==> src/rtl/lu_share_ctrl.sv <==
`default_nettype none
// ============================================================================
// Module   : lu_share_ctrl
// Brief    : Round-robin sharing of one pipelined bitwise logic unit among
//            N requesters, with tag tracking and per-requester responses.
// Revision : 1.0
// ============================================================================
module lu_share_ctrl #(
   parameter int N   = 4,
   parameter int W   = 1,
   parameter int LAT = 2
) (
   input  logic           clk,
   input  logic           rst,
   input  logic [N-1:0]   req,
   input  logic [N*W-1:0] a,
   input  logic [N*W-1:0] b,
   input  logic [N*W-1:0] c,
   output logic [N-1:0]   gnt,
   output logic           unit_vld,
   output logic [W-1:0]   unit_a,
   output logic [W-1:0]   unit_b,
   output logic [W-1:0]   unit_c,
   input  logic [W-1:0]   unit_d,
   input  logic [W-1:0]   unit_f,
   output logic [N-1:0]   rsp_valid,
   output logic [W-1:0]   rsp_d,
   output logic [W-1:0]   rsp_f,
   output logic           busy
);

   localparam int            PW       = (N > 1) ? $clog2(N) : 1;
   localparam logic [PW-1:0] LAST_IDX = PW'(N - 1);

   logic [PW-1:0]          ptr_q, ptr_d;
   logic [N-1:0]           out_q, out_d;
   logic                   vld_q, vld_d;
   logic [W-1:0]           a_q, a_d;
   logic [W-1:0]           b_q, b_d;
   logic [W-1:0]           c_q, c_d;
   logic [PW-1:0]          id_q, id_d;
   logic [LAT-1:0]         tag_vld_q;
   logic [LAT-1:0][PW-1:0] tag_id_q;
   logic [N-1:0]           rsp_valid_q, rsp_valid_d;
   logic [W-1:0]           rsp_d_q, rsp_d_d;
   logic [W-1:0]           rsp_f_q, rsp_f_d;
   logic                   busy_q, busy_d;

   logic [N-1:0]           elig;
   logic                   gnt_any;
   logic [PW-1:0]          gnt_idx;

   function automatic logic [PW-1:0] wrap_idx(input logic [PW-1:0] base, input int k);
      int s;
      s = (int'(base) + k) % N;
      return s[PW-1:0];
   endfunction

   assign elig = req & ~out_q;

   // Round-robin search starting at ptr; reset masks the grant entirely.
   always_comb begin
      gnt_any = 1'b0;
      gnt_idx = ptr_q;
      for (int k = 0; k < N; k++) begin
         if (!gnt_any && elig[wrap_idx(ptr_q, k)]) begin
            gnt_any = 1'b1;
            gnt_idx = wrap_idx(ptr_q, k);
         end
      end
      if (rst) begin
         gnt_any = 1'b0;
      end
   end

   assign gnt = gnt_any ? (N'(1) << gnt_idx) : '0;

   always_comb begin
      ptr_d       = ptr_q;
      vld_d       = gnt_any;
      a_d         = a_q;
      b_d         = b_q;
      c_d         = c_q;
      id_d        = id_q;
      // A slot is never set and cleared in the same cycle, so the order is moot.
      out_d       = (out_q & ~rsp_valid_q) | gnt;
      rsp_valid_d = '0;
      rsp_d_d     = rsp_d_q;
      rsp_f_d     = rsp_f_q;
      if (gnt_any) begin
         ptr_d = (gnt_idx == LAST_IDX) ? '0 : gnt_idx + 1'b1;
         a_d   = a[gnt_idx*W +: W];
         b_d   = b[gnt_idx*W +: W];
         c_d   = c[gnt_idx*W +: W];
         id_d  = gnt_idx;
      end
      if (tag_vld_q[LAT-1]) begin
         rsp_valid_d = N'(1) << tag_id_q[LAT-1];
         rsp_d_d     = unit_d;
         rsp_f_d     = unit_f;
      end
      busy_d = |out_d;
   end

   always_ff @(posedge clk) begin
      if (rst) begin
         ptr_q       <= '0;
         out_q       <= '0;
         vld_q       <= 1'b0;
         a_q         <= '0;
         b_q         <= '0;
         c_q         <= '0;
         id_q        <= '0;
         rsp_valid_q <= '0;
         rsp_d_q     <= '0;
         rsp_f_q     <= '0;
         busy_q      <= 1'b0;
      end else begin
         ptr_q       <= ptr_d;
         out_q       <= out_d;
         vld_q       <= vld_d;
         a_q         <= a_d;
         b_q         <= b_d;
         c_q         <= c_d;
         id_q        <= id_d;
         rsp_valid_q <= rsp_valid_d;
         rsp_d_q     <= rsp_d_d;
         rsp_f_q     <= rsp_f_d;
         busy_q      <= busy_d;
      end
   end

   // Tag pipeline: the last stage lines up with the unit's result outputs.
   always_ff @(posedge clk) begin
      if (rst) begin
         tag_vld_q <= '0;
         tag_id_q  <= '0;
      end else begin
         tag_vld_q[0] <= vld_q;
         tag_id_q[0]  <= id_q;
         for (int s = 1; s < LAT; s++) begin
            tag_vld_q[s] <= tag_vld_q[s-1];
            tag_id_q[s]  <= tag_id_q[s-1];
         end
      end
   end

   assign unit_vld  = vld_q;
   assign unit_a    = a_q;
   assign unit_b    = b_q;
   assign unit_c    = c_q;
   assign rsp_valid = rsp_valid_q;
   assign rsp_d     = rsp_d_q;
   assign rsp_f     = rsp_f_q;
   assign busy      = busy_q;

endmodule
`default_nettype wire

==> config.mk <==
export PLATFORM = sky130hd
export DESIGN_NAME = lu_share_ctrl
export DESIGN_NICKNAME = d
export VERILOG_FILES = /design/src/rtl/lu_share_ctrl.sv
export SDC_FILE = /design/constraint.sdc
export NUM_CORES = 1
export LEC_CHECK = 0
export BUFFER_PORTS_ARGS = -buffer_cell sky130_fd_sc_hd__buf_4
export CORE_MARGIN = 3
export CORE_UTILIZATION = 51
export CTS_CLUSTER_DIAMETER = 80
export DETAILED_ROUTE_END_ITERATION = 12
export GPL_TIMING_DRIVEN = 1
export PLACE_DENSITY = 0.78
export RECOVER_POWER = 100
export SYNTH_ARGS = -nofsm -noshare
export SYNTH_HDL_FRONTEND = slang
export SYNTH_SLANG_ARGS = --single-unit
==> constraint.sdc <==
create_clock -name clk -period 1.9 [get_ports clk]
set_clock_uncertainty 0.05 [all_clocks]
set_input_delay 0.285 -clock clk [delete_from_list [all_inputs] [get_ports clk]]
set_output_delay 0.285 -clock clk [all_outputs]
set_load 0.03 [all_outputs]
==> results.yml <==
clock_network:
  cts_tree: "built"
  root_buffer: "clkbuf_4"
  clockBufferDepth: 2
  path_clk_slew_ps: 130
  ctsHoldBuffers: 0
  numCtsBuffers: 3
  htreeDepth: 1
  clock_latency_ps: 320
  cts_sinks: 25
routing:
  dr.pass1.iters: 4
  route.detailed.wl_per_inst_um: 18.0
  avgViaCountPerCell: 6.11
  drtIter0Drc: 53
  drc_errors: 0
  totalWireLength_um: 3930
  ant_nets: 0
  vias: 1332
timing:
  hold_ws_ps: 149
  rsz0062_at_grt: "true"
  layout_setup_ws_ps: -219
  relSlewSlack_pct: 73.2
  period_share_pct: 112
  tightest_slew_ps: 398
  finalCriticalPeriod_ps: 2120
  hold_viol: 0
  drv_slew: 0
  setup_viol: 5
  fmax_mhz: 472
critical_path:
  reg2reg_depth: 7
  crit_arrival_ps: 1780
  crit_top_cell: "nand2_4"
  r2r-end: "unit_c"
  crit_path_max_fanout: 5
  worstReg2RegStart: "ptr_q[1]"
  worst-r2r-setup-slack_ps: -100
  cp-end-kind: "output pin"
  cp-start-kind: "register"
  cpPeakStageDelay_ps: 540
  required_ps: 1560
  path_class: "register to output pin"
  path_cells: "or4b_4, nand2_4, a21o_4, nand2_4, nor2_1, buf_4"
  slowest_stage: "or4b_4"
floorplanning:
  core_area_um2: 2280
  ios: 35
  dieWidth_um: 55.7
  die-area_um2: 3100
  core.rowCount: 17
  die_h_um: 55.7
  start_util_pct: 55.3
yosys:
  async_flop_share_pct: 0
  syn_nets: 158
  syn_inst: 138
  ys_seq_area_share_pct: 39.8
  yosys-top-cells-count: "dfxtp_1, nor2_1, nand2b_1, nor2b_1"
  yosysWarnings: 0
  yosys_register_bits: 25
  synthTopCellsByArea: "dfxtp_1, nand2b_1, nor2b_1"
  syn_area_um2: 1260
  synth.most_common_cell: "dfxtp_1"
  yosysTopAreaCellShare_pct: 39.8
  synth-edff-count: 0
  synth.distinct_cells: 41
  yosys.area.top_type: "dfxtp_1"
  postSynthAreaPerCell_um2: 9.12
  synth_flop_cell: "dfxtp_1"
placed_design:
  dp_slack_ps: 51.7
  gp_congestion: 0.977
  placed_area_um2: 1610
  dp_hpwl_um: 2520
  portBuffers: 34
outcome:
  violations: "setup timing"
  outcome: "complete, but fails checks"
pwr:
  power.density_nw_per_um2: 1580
  power.share.combinational_pct: 65.5
  p_clk_share_pct: 8.1
  sw_frac_of_total_pct: 44.7
  vdd_drop_max_v: 0.00124
  p_switching_mw: 1.31
  seqPwrFrac_pct: 26.4
  p_leak_nw: 0.736
  internal_power_mw: 1.61
hold_path:
  whs_endpoint: "rsp_d"
  min_from: "unit_d"
  min_path_type: "input pin to register"
  hold_path_depth: 3
global_route:
  grt-ovfl-total: 0
  grt_util_all_layers_pct: 23.9
  first_global_vias: 1274
  grt_pass1_wl_um: 5860
  antenna_found_initial: 0
  grt_max_degree: 23
finish:
  diodes: 0
  drive_gt1_share_pct: 44.2
  syn_to_final_growth_pct: 46.5
  n_fill_cell: 155
  postLayoutCellArea_um2: 1840
  nets: 211
flow_run:
  max_cap_violations: 0
final cells by class:
class	instances	area, um2	area share [%]
multi-input combinational	104	871	47.2
sequential	25	509	27.6
timing repair buffer	56	398	21.6
tap	28	35.0	1.90
clock buffer	3	22.5	1.22
clock inverter	1	5.00	0.271
inverter	1	3.75	0.204
cell families after synthesis:
logic type	after synthesis	share of synthesized area [%]
simple gates	59	27.0
compound gates	43	27.5
flops	25	39.8
buf+inv	9	4.07
mux	2	1.59
power groups by stage:
stage	combinational, mW	sequential [mW]	clock [mW]
floorplan	0.926	0.818	0
global placement	1.41	0.751	0
detailed placement	1.45	0.758	0
CTS	1.60	0.754	0.238
global route	2.03	0.787	0.260
finish	1.91	0.771	0.236
registers in the layout (all words and copies together) (netlist names), 2 cells and up:
signal and flops:
rsp_valid 4, id_q 2, tag_vld_q 2, out_q 4, tag_id_q 4, ptr_q 2
worst max-delay path by stage:
stage	start	depth (start not counted)	endpoint	slack [ps]
6_report	ptr_q[1]	6	gnt[0]	-220
2_1_floorplan	ptr_q[1]	6	gnt[0]	-110
3_3_place_gp	ptr_q[1]	6	gnt[1]	60
4_1_cts	ptr_q[1]	6	gnt[0]	-220
5_1_grt	out_q[1]	7	gnt[3]	-300
3_5_place_dp	req[0]	7	gnt[0]	50
per-stage QoR:
step / utilization [%] / total power [mW] / cells / setup TNS (ps)
floorplan: - / 1.74 / 138 / -409
global placement: 70.7 / 2.16 / 205 / 0
detailed placement: 70.7 / 2.21 / 205 / 0
CTS: 75.9 / 2.60 / 215 / -836
global route: 81.0 / 3.08 / 218 / -1320
finish: 81.0 / 2.92 / 218 / -871
critical path, delay by kind of cell (launching register included):
family / cells / cell delay [ps]
and+or+nand+nor: 4 / 780
buffers and inverters: 1 / 160
AOI/OAI and AO/OA: 1 / 140
DFF: 1 / 390
layout by cell type (no fill, tap or decap), types with 3 or more instances in the layout:
cell / n
nand2_1: 4
o32ai_1: 3
clkbuf_1: 11
clkbuf_4: 3
nand3_1: 4
a21oi_1: 7
o2bb2ai_1: 4
dfxtp_2: 4
nand2b_1: 6
buf_4: 40
nor2_1: 10
nor2b_1: 9
o211ai_1: 8
dfxtp_1: 20
a41oi_1: 3
buf_6: 5
nand2b_4: 4
metal layers:
layer	share of wire [%]	GRT usage, %
met4	2.6	9.03
met3	6.7	4.87
met1	39	29.7
met5	0	0
met2	51	40.4
what timing repair did:
action,4_1_cts,5_1_grt
resized for setup,14,27
setup endpoints to repair,4,8
cloned,0,0
buffers inserted,6,3
pin swaps,7,6
No activity file was read; power rests on OpenSTA's default activity.
